`src/rtl/uart_pkg.sv`:
```
// Shared definitions for the UART receiver: FSM encoding and default parameters.
package uart_pkg;

    typedef enum logic [2:0] {
        IDLE   = 3'd0,
        START  = 3'd1,
        DATA   = 3'd2,
        PARITY = 3'd3,
        STOP   = 3'd4
    } rx_state_t;

    localparam int DEF_DBIT       = 8;
    localparam int DEF_SB_TICK    = 16;
    localparam int DEF_DVSR       = 163;
    localparam int DEF_PARITY_ODD = 0;
    localparam int DEF_FIFO_W     = 2;

endpackage

```
`src/rtl/rx_fifo.sv`:
```
// First-word-fall-through receive FIFO with registered full/empty flags.
module rx_fifo #(
    parameter int W  = 9,
    parameter int FW = 2
) (
    input  logic         clk,
    input  logic         reset,
    input  logic         wr,
    input  logic         rd,
    input  logic [W-1:0] w_data,
    output logic [W-1:0] r_data,
    output logic         empty,
    output logic         full
);

    localparam int DEPTH = 2 ** FW;

    logic [W-1:0]  mem [DEPTH];
    logic [FW-1:0] w_ptr, r_ptr;
    logic          wr_en, rd_en;

    // A write while full only proceeds when a read frees a slot in the same cycle.
    assign wr_en  = wr & (~full | rd);
    assign rd_en  = rd & ~empty;
    assign r_data = mem[r_ptr];

    // Storage array, cleared on reset so the head is never X.
    always_ff @(posedge clk or posedge reset) begin
        if (reset) begin
            for (int unsigned i = 0; i < DEPTH; i++) begin
                mem[i] <= '0;
            end
        end else if (wr_en) begin
            mem[w_ptr] <= w_data;
        end
    end

    // Pointer and flag update; simultaneous read and write leave the count unchanged.
    always_ff @(posedge clk or posedge reset) begin
        if (reset) begin
            w_ptr <= '0;
            r_ptr <= '0;
            empty <= 1'b1;
            full  <= 1'b0;
        end else begin
            case ({wr_en, rd_en})
                2'b01: begin
                    r_ptr <= r_ptr + FW'(1);
                    full  <= 1'b0;
                    empty <= (r_ptr + FW'(1)) == w_ptr;
                end
                2'b10: begin
                    w_ptr <= w_ptr + FW'(1);
                    empty <= 1'b0;
                    full  <= (w_ptr + FW'(1)) == r_ptr;
                end
                2'b11: begin
                    w_ptr <= w_ptr + FW'(1);
                    r_ptr <= r_ptr + FW'(1);
                end
                default: ;
            endcase
        end
    end

endmodule

```
`src/rtl/uart_rx_parity.sv`:
```
// UART receiver with parity check, 16x oversampling and a receive FIFO.
module uart_rx_parity
    import uart_pkg::*;
#(
    parameter int DBIT       = DEF_DBIT,
    parameter int SB_TICK    = DEF_SB_TICK,
    parameter int DVSR       = DEF_DVSR,
    parameter int PARITY_ODD = DEF_PARITY_ODD,
    parameter int FIFO_W     = DEF_FIFO_W
) (
    input  logic            clk,
    input  logic            reset,
    input  logic            rx,
    input  logic            rd_uart,
    input  logic            clr_err,
    output logic [DBIT-1:0] r_data,
    output logic            error,
    output logic            rx_empty,
    output logic            rx_full,
    output logic            frame_err,
    output logic            overrun
);

    localparam int CW = (DVSR > 1) ? $clog2(DVSR) : 1;
    localparam int SW = (SB_TICK > 16) ? $clog2(SB_TICK) : 4;
    localparam int NW = (DBIT > 1) ? $clog2(DBIT) : 1;

    rx_state_t       state, state_n;
    logic [SW-1:0]   s, s_n;
    logic [NW-1:0]   n, n_n;
    logic [DBIT-1:0] b, b_n;
    logic            perr, perr_n;
    logic            rx_s1, rx_sync;
    logic [CW-1:0]   cnt;
    logic            tick;
    logic            push, frame_set, overrun_set;

    // Two-flop synchronizer for the asynchronous serial line, idle high.
    always_ff @(posedge clk or posedge reset) begin
        if (reset) begin
            rx_s1   <= 1'b1;
            rx_sync <= 1'b1;
        end else begin
            rx_s1   <= rx;
            rx_sync <= rx_s1;
        end
    end

    // Free-running mod-DVSR counter producing the 16x oversampling tick.
    always_ff @(posedge clk or posedge reset) begin
        if (reset) begin
            cnt <= '0;
        end else if (tick) begin
            cnt <= '0;
        end else begin
            cnt <= cnt + CW'(1);
        end
    end

    assign tick = (cnt == CW'(DVSR - 1));

    // Receiver FSM and datapath registers.
    always_ff @(posedge clk or posedge reset) begin
        if (reset) begin
            state <= IDLE;
            s     <= '0;
            n     <= '0;
            b     <= '0;
            perr  <= 1'b0;
        end else begin
            state <= state_n;
            s     <= s_n;
            n     <= n_n;
            b     <= b_n;
            perr  <= perr_n;
        end
    end

    // Next-state logic; push and frame_set are single-cycle strobes at the stop sample.
    always_comb begin
        state_n   = state;
        s_n       = s;
        n_n       = n;
        b_n       = b;
        perr_n    = perr;
        push      = 1'b0;
        frame_set = 1'b0;
        case (state)
            IDLE: begin
                if (!rx_sync) begin
                    state_n = START;
                    s_n     = '0;
                end
            end
            START: begin
                if (tick) begin
                    if (s == SW'(7)) begin
                        if (!rx_sync) begin
                            state_n = DATA;
                            s_n     = '0;
                            n_n     = '0;
                        end else begin
                            state_n = IDLE;
                        end
                    end else begin
                        s_n = s + SW'(1);
                    end
                end
            end
            DATA: begin
                if (tick) begin
                    if (s == SW'(15)) begin
                        s_n = '0;
                        b_n = {rx_sync, b[DBIT-1:1]};
                        if (n == NW'(DBIT - 1)) begin
                            state_n = PARITY;
                        end else begin
                            n_n = n + NW'(1);
                        end
                    end else begin
                        s_n = s + SW'(1);
                    end
                end
            end
            PARITY: begin
                if (tick) begin
                    if (s == SW'(15)) begin
                        perr_n  = ((^b) ^ rx_sync) != (PARITY_ODD != 0);
                        s_n     = '0;
                        state_n = STOP;
                    end else begin
                        s_n = s + SW'(1);
                    end
                end
            end
            STOP: begin
                if (tick) begin
                    if (s == SW'(SB_TICK - 1)) begin
                        state_n = IDLE;
                        if (rx_sync) begin
                            push = 1'b1;
                        end else begin
                            frame_set = 1'b1;
                        end
                    end else begin
                        s_n = s + SW'(1);
                    end
                end
            end
            default: state_n = IDLE;
        endcase
    end

    assign overrun_set = push & rx_full & ~rd_uart;

    // Sticky error flags; a new set event wins over clr_err.
    always_ff @(posedge clk or posedge reset) begin
        if (reset) begin
            frame_err <= 1'b0;
            overrun   <= 1'b0;
        end else begin
            if (frame_set)    frame_err <= 1'b1;
            else if (clr_err) frame_err <= 1'b0;
            if (overrun_set)  overrun   <= 1'b1;
            else if (clr_err) overrun   <= 1'b0;
        end
    end

    rx_fifo #(
        .W  (DBIT + 1),
        .FW (FIFO_W)
    ) u_fifo (
        .clk    (clk),
        .reset  (reset),
        .wr     (push),
        .rd     (rd_uart),
        .w_data ({perr, b}),
        .r_data ({error, r_data}),
        .empty  (rx_empty),
        .full   (rx_full)
    );

endmodule

```
`config.mk`:
```
export PLATFORM = sky130hd
export DESIGN_NAME = uart_rx_parity
export DESIGN_NICKNAME = d
export VERILOG_FILES = /design/src/rtl/uart_pkg.sv /design/src/rtl/rx_fifo.sv /design/src/rtl/uart_rx_parity.sv
export SDC_FILE = /design/constraint.sdc
export NUM_CORES = 1
export LEC_CHECK = 0
export ABC_AREA = 1
export CORE_MARGIN = 3
export CORE_UTILIZATION = 40
export DETAILED_ROUTE_END_ITERATION = 10
export PLACE_DENSITY = 0.67
export SYNTH_ARGS = -nofsm -noshare
export SYNTH_HDL_FRONTEND = slang
export SYNTH_SLANG_ARGS = --single-unit
```
`constraint.sdc`:
```
create_clock -name clk -period 3.5 [get_ports clk]
set_clock_uncertainty 0.2 [all_clocks]
set_input_delay 0.7 -clock clk [delete_from_list [all_inputs] [get_ports clk]]
set_output_delay 0.7 -clock clk [all_outputs]
set_load 0.01 [all_outputs]
```
==> results.sh, run 1 <==
export IMPL_status="complete, no violations"
export IMPL_fp_dieH_um=104
export IMPL_cp_start_kind="flop"
export IMPL_final_common_cell="nand2_1"
export IMPL_tightest_slew_ns=0.701
export IMPL_areaGrowthSynthToFinish_pct=12.6
export IMPL_clk_latency_ns=0.35
export IMPL_ctsResizeCount=0
export IMPL_drv_slew=0
export IMPL_powerDensity_nw_per_um2=374
export IMPL_grtUsageTotal_pct=15.7
export IMPL_criticalPathCategory="reg -> out"
export IMPL_root_buffer="clkbuf_8"
export IMPL_relSlewSlack_pct=53.3
export IMPL_sequentialPowerShare_pct=52.3
export IMPL_drive_gt1_share_pct=8.10
export IMPL_period_needed_ns=3.18
export IMPL_cts_tree="built"
export IMPL_p_comb_share_pct=1.8
export IMPL_post_route_period_util_pct=90.8
export IMPL_synth_area_per_cell_um2=7.84
export IMPL_vias=3135
export IMPL_path_clk_slew_ns=0.08
export IMPL_cts_buffers=9
export IMPL_rrSetupSlack_ns=1.01
export IMPL_coreArea_um2=9280
export IMPL_die_area_um2=10800
export IMPL_synth_top_area_cell="dfrtp_1"
export IMPL_p_int_w=0.00126
export IMPL_fin_setup_tns_ns=0
export IMPL_route_detailed_drc=0
export IMPL_place_gp_congestion=0.874
export IMPL_die_width_um=104
export IMPL_hold_depth=0
export IMPL_port_buffers=17
export IMPL_r2r_end="u_fifo.full$_DFFE_PP0P_"
export IMPL_end_kind="output port"
export IMPL_setup_viol=0
export IMPL_yosysWarnings=0
export IMPL_synthCells=491
export IMPL_syn_nets=506
export IMPL_placedCellCount=619
export IMPL_max_freq_ghz=0.315
export IMPL_first_global_vias=3011
export IMPL_hold_path_class="reg -> reg"
export IMPL_io_pins=18
export IMPL_post_cts_setup_buffers=0
export IMPL_grt_pass1_wl_mm=14.2
export IMPL_ys_seq_area_share_pct=47.6
export IMPL_cts_hold_buf=0
export IMPL_p_sw_w=0.000359
export IMPL_whs_endpoint="rx_sync$_DFF_PP1_"
export IMPL_clockBufferDepth=2
export IMPL_hold_viol=0
export IMPL_initial_utilization_pct=41.4
export IMPL_post_drt_via_cell_ratio=4.94
export IMPL_antenna_found_initial=0
export IMPL_cp_required_ns=2.60
export IMPL_clkPwrFrac_pct=45.9
export IMPL_netlist_area_leader_share_pct=45.5
export IMPL_row_count=35
export IMPL_final_nets=516
export IMPL_diodes=0
export IMPL_post_drt_wl_per_cell_um=12.4
export IMPL_min_from="rx_s1$_DFF_PP1_"
export IMPL_synthesis_area_um2=3850
export IMPL_p_leak_nw=2.24
export IMPL_switching_share_pct=22.2
export IMPL_dr_pass1_iters=4
export IMPL_critical_path_max_fanout=21
export IMPL_cts_sinks=73
export IMPL_grt_setup_unrepaired="no"
export IMPL_hold_worst_slack_ns=0.161
export IMPL_drt_first_iter_violations=133
export IMPL_reg2reg_depth=11
export IMPL_ys_ff_latch=73
export IMPL_final_cell_mix="nand2_1, dfrtp_1, nand3_1"
export IMPL_synth_cell_types=33
export IMPL_wl_mm=7.89
export IMPL_crit_reg2reg_launch="s[0]$_DFFE_PP0P_"
export IMPL_arrival_ns=2.28
export IMPL_antenna_left=0
export IMPL_grt_max_degree=45
export IMPL_gr_total_overflow=0
export IMPL_htreeDepth=3
export IMPL_ir_worst_vdd_uv=270
export IMPL_final_instance_count_excl_fill=635
export IMPL_synth_area_leaders="dfrtp_1, nand2_1, nand3_1, nor2_1, o21ai_0"
export IMPL_dp_hpwl_mm=5.75
export IMPL_max_cap_violations=0
state kept, by name, summed over array words and instances, names as in the netlist:
signal / cells
b: 8
cnt: 8
frame_err: 1
n: 3
overrun: 1
perr: 1
rx_s1: 1
rx_sync: 1
s: 4
state: 3
u_fifo.empty: 1
u_fifo.full: 1
u_fifo.mem: 36
u_fifo.r_ptr: 2
u_fifo.w_ptr: 2
through the flow:
stage	power [W]	cell area, um2	setup WS [ns]	utilization [%]
after floorplan	0.000880	3850	0.752	-
after global placement	0.000894	4110	0.720	44.2
after detailed placement	0.000894	4110	0.631	44.2
after CTS	0.00164	4330	0.297	46.7
after global routing	0.00168	4330	0.109	46.7
final	0.00162	4330	0.322	46.7
how the worst max path moves through the flow:
stage | start | to | slack (ns) | cells after the start
after CTS | u_fifo.r_ptr[0]$_DFFE_PP0P_ | r_data[7] | 0.30 | 4
after floorplan | reset | b[0]$_DFFE_PP0P_ | 0.75 | 1
final | u_fifo.r_ptr[0]$_DFFE_PP0P_ | r_data[7] | 0.32 | 4
after global placement | rd_uart | u_fifo.full$_DFFE_PP0P_ | 0.72 | 9
after global routing | u_fifo.r_ptr[0]$_DFFE_PP0P_ | error | 0.11 | 4
after detailed placement | rd_uart | u_fifo.full$_DFFE_PP0P_ | 0.63 | 9
cell type report:
cell class	count	area (um2)
Timing Repair Buffer	19	198
Fill cell	935	4950
Inverter	42	159
Sequential cell	73	1830
Clock inverter	7	100
Tap cell	129	161
Clock buffer	9	124
Multi-Input combinational cell	356	1760
routing by layer:
| layer | track usage [%] | up-vias | share of wire (%) |
|---|---|---|---|
| li1 | - | 1606 | - |
| met1 | 20.7 | 1473 | 49 |
| met2 | 25.5 | 43 | 46 |
| met3 | 3.10 | 13 | 3.0 |
| met4 | 5.89 | 0 | 1.4 |
| met5 | 0 | - | 0 |
power by group through the flow:
stage / registers [W] / logic (W) / clock network (W)
after floorplan: 0.000862 / 0.0000178 / 0
after global placement: 0.000864 / 0.0000302 / 0
after detailed placement: 0.000864 / 0.0000303 / 0
after CTS: 0.000847 / 0.0000303 / 0.000762
after global routing: 0.000848 / 0.0000335 / 0.000798
final: 0.000847 / 0.0000284 / 0.000743
synthesized netlist by cell type, drive strengths merged:
master,number
a21oi,5
nor2,48
xnor2,5
xor2,9
nand3,61
nand3b,4
nand4,4
o21ai,34
nor3,2
dfstp,3
o211ai,3
inv,41
clkinv,1
ha,10
nand2,160
buf,7
clkbuf,13
o22ai,10
dfrtp,70
o2111ai,1
worst max-delay path, stage by stage (launching register included):
cell             delay [ns]
dfrtp_1                0.80
inv_2                  0.30
o21ai_0                0.24
o22ai_1                0.10
clkdlybuf4s50_1        0.48
kinds of logic (layout without fill, tap and decap cells):
group	count (synthesis)	count (layout)	synth area share (%)
buf+inv	62	77	6.70
simple gates	279	279	31.7
compound gates	53	53	7.61
flops	73	73	47.6
xor+xnor	14	14	3.19
fa+ha+maj	10	10	3.25
(Power assumes the default switching activity.)
==> run 2: changes to the inputs <==
--- a/config.mk
+++ b/config.mk
@@ -12,4 +12,5 @@
 export PLACE_DENSITY = 0.67
 export SYNTH_ARGS = -nofsm -noshare
 export SYNTH_HDL_FRONTEND = slang
+export SYNTH_HIERARCHICAL = 1
 export SYNTH_SLANG_ARGS = --single-unit
==> run 2 against run 1 <==
Utilization up 0.59 points. Power rose by 28%. Non-clock buffer count grew 1. Sequential power up 5.1%. Critical path type unchanged. Highest routed layer unchanged.
==> results.sh, run 2 <==
export IMPL_row_count=35
export IMPL_post_drt_via_cell_ratio=4.89
export IMPL_largest_reg_flops=36
export IMPL_final_instance_count_excl_fill=636
export IMPL_diodes=0
export IMPL_cp_required_ns=2.60
export IMPL_tightest_slew_ns=0.604
export IMPL_io_pins=18
export IMPL_port_buffers=17
export IMPL_syn_nets=498
export IMPL_grt_setup_unrepaired="no"
export IMPL_final_common_cell="nand2_1"
export IMPL_critical_path_max_fanout=20
export IMPL_end_kind="output port"
export IMPL_synth_commonest_cells="nand2_1, dfrtp_1, inv_1, nor2_1, o21ai_2"
export IMPL_netlist_area_leader_share_pct=43.8
export IMPL_post_route_period_util_pct=85.0
export IMPL_largest_register="u_fifo/mem"
export IMPL_ys_async_sr_fraction_pct=100
export IMPL_hold_path_class="reg -> reg"
export IMPL_period_needed_ns=2.97
export IMPL_crit_start="u_fifo/r_ptr[0]$_DFFE_PP0P_"
export IMPL_grt_pass1_wl_mm=13.6
export IMPL_die_width_um=106
export IMPL_wl_mm=7.64
export IMPL_cts_buffers=9
export IMPL_cts_sinks=73
export IMPL_synthCells=483
export IMPL_synthesis_area_um2=4000
export IMPL_grt_max_degree=43
export IMPL_synth_area_leaders="dfrtp_1, nand2_1, o21ai_2, inv_1, nor2_1"
export IMPL_synth_edf_count=0
export IMPL_ctsResizeCount=0
export IMPL_max_cap_violations=0
export IMPL_ir_worst_vdd_uv=252
export IMPL_cp_start_kind="flop"
export IMPL_synth_area_per_cell_um2=8.27
export IMPL_vias=3113
export IMPL_htreeDepth=3
export IMPL_areaGrowthSynthToFinish_pct=11.8
export IMPL_hold_depth=0
export IMPL_cts_hold_buf=0
export IMPL_drv_slew=0
export IMPL_p_leak_nw=2.14
export IMPL_clockBufferDepth=2
export IMPL_initial_utilization_pct=42.2
export IMPL_grtUsageTotal_pct=14.7
export IMPL_clk_latency_ns=0.34
export IMPL_first_global_vias=3008
export IMPL_crit_reg2reg_launch="s[0]$_DFFE_PP0P_"
export IMPL_drive_gt1_share_pct=17.6
export IMPL_criticalPathCategory="reg -> out"
export IMPL_antenna_left=0
export IMPL_dp_hpwl_mm=5.35
export IMPL_antenna_found_initial=0
export IMPL_post_drt_wl_per_cell_um=12.0
export IMPL_die_area_um2=11200
export IMPL_placedCellCount=620
export IMPL_synthFlopType="dfrtp_1"
export IMPL_path_clk_slew_ns=0.08
export IMPL_place_gp_congestion=0.839
export IMPL_max_freq_ghz=0.336
export IMPL_reg2reg_depth=13
export IMPL_relSlewSlack_pct=59.7
export IMPL_fin_setup_tns_ns=0
export IMPL_ys_ff_latch=73
export IMPL_synth_top_area_cell="dfrtp_1"
export IMPL_fp_dieH_um=106
export IMPL_status="complete, no violations"
export IMPL_arrival_ns=2.07
export IMPL_final_cell_mix="nand2_1, dfrtp_1, inv_1"
export IMPL_coreArea_um2=9460
export IMPL_min_from="rx_s1$_DFF_PP1_"
export IMPL_dr_pass1_iters=6
export IMPL_fillers=932
export IMPL_top_regs="u_fifo/mem x36, b x8, cnt x8"
export IMPL_route_detailed_drc=0
export IMPL_root_buffer="clkbuf_8"
export IMPL_final_util_pct=47.2
export IMPL_hold_viol=0
export IMPL_ys_seq_area_share_pct=45.8
export IMPL_synth_cell_types=34
export IMPL_synth_most_common_cell="nand2_1"
export IMPL_yosysWarnings=6
export IMPL_final_nets=517
export IMPL_powerDensity_nw_per_um2=463
export IMPL_gr_total_overflow=0
export IMPL_cts_tree="built"
export IMPL_post_cts_setup_buffers=0
export IMPL_setup_viol=0
export IMPL_hold_worst_slack_ns=0.151
export IMPL_drt_first_iter_violations=167
[run 2: cell types whose count changed in the layout (fill, tap and decap cells not counted), moves of 7 or more]
| cell | previous run | this run |
|---|---|---|
| nand3_1 | 61 | 14 |
| o21ai_2 | 0 | 29 |
| o21ai_1 | 3 | 26 |
| nand2_1 | 153 | 133 |
| inv_1 | 36 | 54 |
| nor2_1 | 44 | 37 |
[run 2: final timing paths]
path	end	slack (ns)
setup / recovery	r_data[6]	0.53
hold / removal	rx_sync$_DFF_PP1_	0.15
setup reg to reg	u_fifo/empty$_DFFE_PP1P_	0.74
hold reg to reg	rx_sync$_DFF_PP1_	0.15
max in group asynchronous	u_fifo/mem[27]$_DFFE_PP0P_	2.10
min in group asynchronous	overrun$_DFFE_PP0P_	0.56
[run 2: power breakdown]
part,internal (W),total (W),switching (W)
Combinational,0.000228,0.000506,0.000277
Clock,0.000337,0.000672,0.000335
Sequential,0.000863,0.000890,0.0000267
[run 2: stage by stage]
stage | area (um2) | setup WS [ns] | total power (W)
2_1_floorplan | 4000 | 0.951 | 0.00120
4_1_cts | 4470 | 0.507 | 0.00210
6_report | 4470 | 0.526 | 0.00207
3_5_place_dp | 4270 | 0.756 | 0.00142
5_1_grt | 4470 | 0.399 | 0.00218
3_3_place_gp | 4270 | 0.794 | 0.00142
[run 2: per-layer routing]
layer	vias up	GRT usage (%)	part of all wire, %
met2	32	25.2	49
met4	0	4.16	0.92
met3	7	3.10	3.1
met1	1485	18.9	47
met5	-	0	0
li1	1589	-	-
[run 2: logic make-up after synthesis]
family	after synthesis	share of synthesized area, %
DFF	73	45.8
adders and majority gates	10	3.13
and+or+nand+nor	216	24.8
AOI/OAI and AO/OA	102	16.7
xor gates and xnor gates	7	1.53
buffers and inverters	75	8.05
[run 2: layout make-up]
type	count	area (um2)	area share [%]
clock buffers	9	124	2.77
clock inverters	7	78.8	1.76
inverters	63	238	5.32
multi-input cells	335	1840	41.3
flip-flops and latches	73	1830	41.0
well taps	129	161	3.61
repair buffers	20	193	4.31
[run 2: critical path, stage by stage (launching register included)]
cell             delay, ns
dfrtp_1               0.38
inv_1                 0.45
o21ai_0               0.16
o22ai_1               0.18
clkdlybuf4s50_1       0.57
==> run 3: changes to the inputs <==
==> constraint.sdc (replaced) <==
create_clock -name clk -period 3 [get_ports clk]
set_clock_uncertainty 0.2 [all_clocks]
set_input_delay 0.6 -clock clk [delete_from_list [all_inputs] [get_ports clk]]
set_output_delay 0.6 -clock clk [all_outputs]
set_load 0.01 [all_outputs]
==> run 3 against run 2 <==
Power increased by 19%. Final area increased by 0.48%. Sequential power increased by 15%. Highest routed layer unchanged.
==> results.sh, run 3 (synthesis gave the netlist of run 2 again) <==
export IMPL_status="complete, no violations"
export IMPL_design_area_um2=4490
export IMPL_cts_buffers=9
export IMPL_fin_setup_tns_ns=0
export IMPL_tightest_slew_ns=0.539
export IMPL_cts_hold_buf=0
export IMPL_grt_setup_unrepaired="no"
export IMPL_dp_hpwl_mm=5.49
export IMPL_final_common_cell="nand2_1"
export IMPL_place_gp_congestion=0.842
export IMPL_largest_register="u_fifo/mem"
export IMPL_row_count=35
export IMPL_cts_tree="built"
export IMPL_top_regs="u_fifo/mem x36, b x8, cnt x8"
export IMPL_critical_path_max_fanout=19
export IMPL_seqCellArea_um2=1830
export IMPL_max_cap_violations=0
export IMPL_clockBufferDepth=2
export IMPL_final_nets=520
export IMPL_largest_reg_flops=36
export IMPL_total_power_w=0.00245
export IMPL_drv_slew=0
export IMPL_p_comb_share_pct=26.1
export IMPL_hold_path_class="reg -> reg"
export IMPL_multiInputGateArea_um2=1840
export IMPL_fp_dieH_um=106
export IMPL_post_route_period_util_pct=93.8
export IMPL_dr_pass1_iters=4
export IMPL_htreeDepth=3
export IMPL_path_clk_slew_ns=0.08
export IMPL_p_int_w=0.00168
export IMPL_relSlewSlack_pct=64.0
export IMPL_end_kind="output port"
export IMPL_die_width_um=106
export IMPL_post_cts_setup_buffers=0
export IMPL_path_cells="inv_1 -> o21ai_0 -> o22ai_1 -> clkdlybuf4s50_1"
export IMPL_cts_sinks=73
export IMPL_port_buffers=17
export IMPL_ir_worst_vdd_uv=282
export IMPL_sequentialPowerShare_pct=41.6
export IMPL_grt_max_degree=43
export IMPL_switching_share_pct=31.4
export IMPL_post_drt_wl_per_cell_um=12.2
export IMPL_io_pins=18
export IMPL_clk_latency_ns=0.35
export IMPL_cp_slowest_cell="clkdlybuf4s50_1"
export IMPL_grtUsageTotal_pct=15.1
export IMPL_initial_utilization_pct=42.2
export IMPL_wl_mm=7.82
export IMPL_powerDensity_nw_per_um2=546
export IMPL_hold_viol=0
export IMPL_fillers=894
export IMPL_ctsResizeCount=0
export IMPL_setup_viol=0
export IMPL_coreArea_um2=9460
export IMPL_drt_first_iter_violations=189
export IMPL_antenna_found_initial=0
export IMPL_criticalPathCategory="reg -> out"
export IMPL_place_area_um2=4290
export IMPL_antenna_left=0
export IMPL_slowest_delay_ns=0.56
export IMPL_route_detailed_drc=0
export IMPL_period_needed_ns=2.81
export IMPL_vias=3134
export IMPL_post_drt_via_cell_ratio=4.90
export IMPL_arrival_ns=2.01
export IMPL_diodes=0
export IMPL_cp_required_ns=2.20
export IMPL_gr_total_overflow=0
export IMPL_drive_gt1_share_pct=18.0
export IMPL_first_global_vias=3020
export IMPL_grt_pass1_wl_mm=14.0
export IMPL_die_area_um2=11200
export IMPL_root_buffer="clkbuf_8"
export IMPL_clkPwrFrac_pct=32.3
export IMPL_final_cell_mix="nand2_1, dfrtp_1, inv_1"
export IMPL_max_freq_ghz=0.355
export IMPL_p_leak_nw=2.15
export IMPL_areaGrowthSynthToFinish_pct=12.4
export IMPL_p_sw_w=0.000769
export IMPL_cp_start_kind="flop"
-- run 3: worst max-delay path: cells and delay by family (launching register included) --
| kind | cells | cell delay (ns) |
|---|---|---|
| DFF | 1 | 0.39 |
| AOI/OAI and AO/OA | 2 | 0.31 |
| buffers and inverters | 2 | 0.97 |
-- run 3: layout make-up --
class	instances	share of cell area [%]
clock buffers	9	2.76
clock inverters	7	1.73
inverters	63	5.29
multi-input cells	335	41.1
flip-flops and latches	73	40.8
well taps	129	3.59
repair buffers	23	4.79
-- run 3: per-layer routing --
metal / vias to the layer above / track usage, % / wire length [um]
met4: 0 / 4.07 / 111
li1: 1584 / - / -
met3: 14 / 4.13 / 250
met5: - / 0 / 0
met2: 46 / 24.5 / 3780
met1: 1490 / 19.8 / 3680
-- run 3: power groups by stage --
stage | registers (W) | logic, W | clock network [W]
3_3_place_gp | 0.00104 | 0.000633 | 0
4_1_cts | 0.00102 | 0.000645 | 0.000818
6_report | 0.00102 | 0.000639 | 0.000793
2_1_floorplan | 0.00104 | 0.000357 | 0
5_1_grt | 0.00102 | 0.000696 | 0.000860
3_5_place_dp | 0.00104 | 0.000644 | 0
-- run 3: final timing paths --
| check | slack (ns) | start | end | depth (start not counted) |
|---|---|---|---|---|
| worst max-delay path | 0.19 | u_fifo/r_ptr[0]$_DFFE_PP0P_ | r_data[0] | 4 |
| worst min register to register | 0.16 | rx_s1$_DFF_PP1_ | rx_sync$_DFF_PP1_ | 0 |
| worst max register to register | 0.48 | s[0]$_DFFE_PP0P_ | u_fifo/empty$_DFFE_PP1P_ | 13 |
| min in group asynchronous | 0.45 | reset | frame_err$_DFFE_PP0P_ | 3 |
| worst min-delay path | 0.16 | rx_s1$_DFF_PP1_ | rx_sync$_DFF_PP1_ | 0 |
| max in group asynchronous | 1.73 | reset | u_fifo/mem[0]$_DFFE_PP0P_ | 3 |
-- run 3: per-stage QoR --
stage | cells | utilization [%] | hold slack (ns) | worst slack [ns]
after floorplan | 483 | - | 0.145 | 0.451
after detailed placement | 623 | 45.3 | 0.149 | 0.470
after global routing | 639 | 47.5 | 0.166 | 0.00600
after global placement | 623 | 45.3 | 0.150 | 0.525
final | 639 | 47.5 | 0.157 | 0.186
after CTS | 639 | 47.5 | 0.159 | 0.166
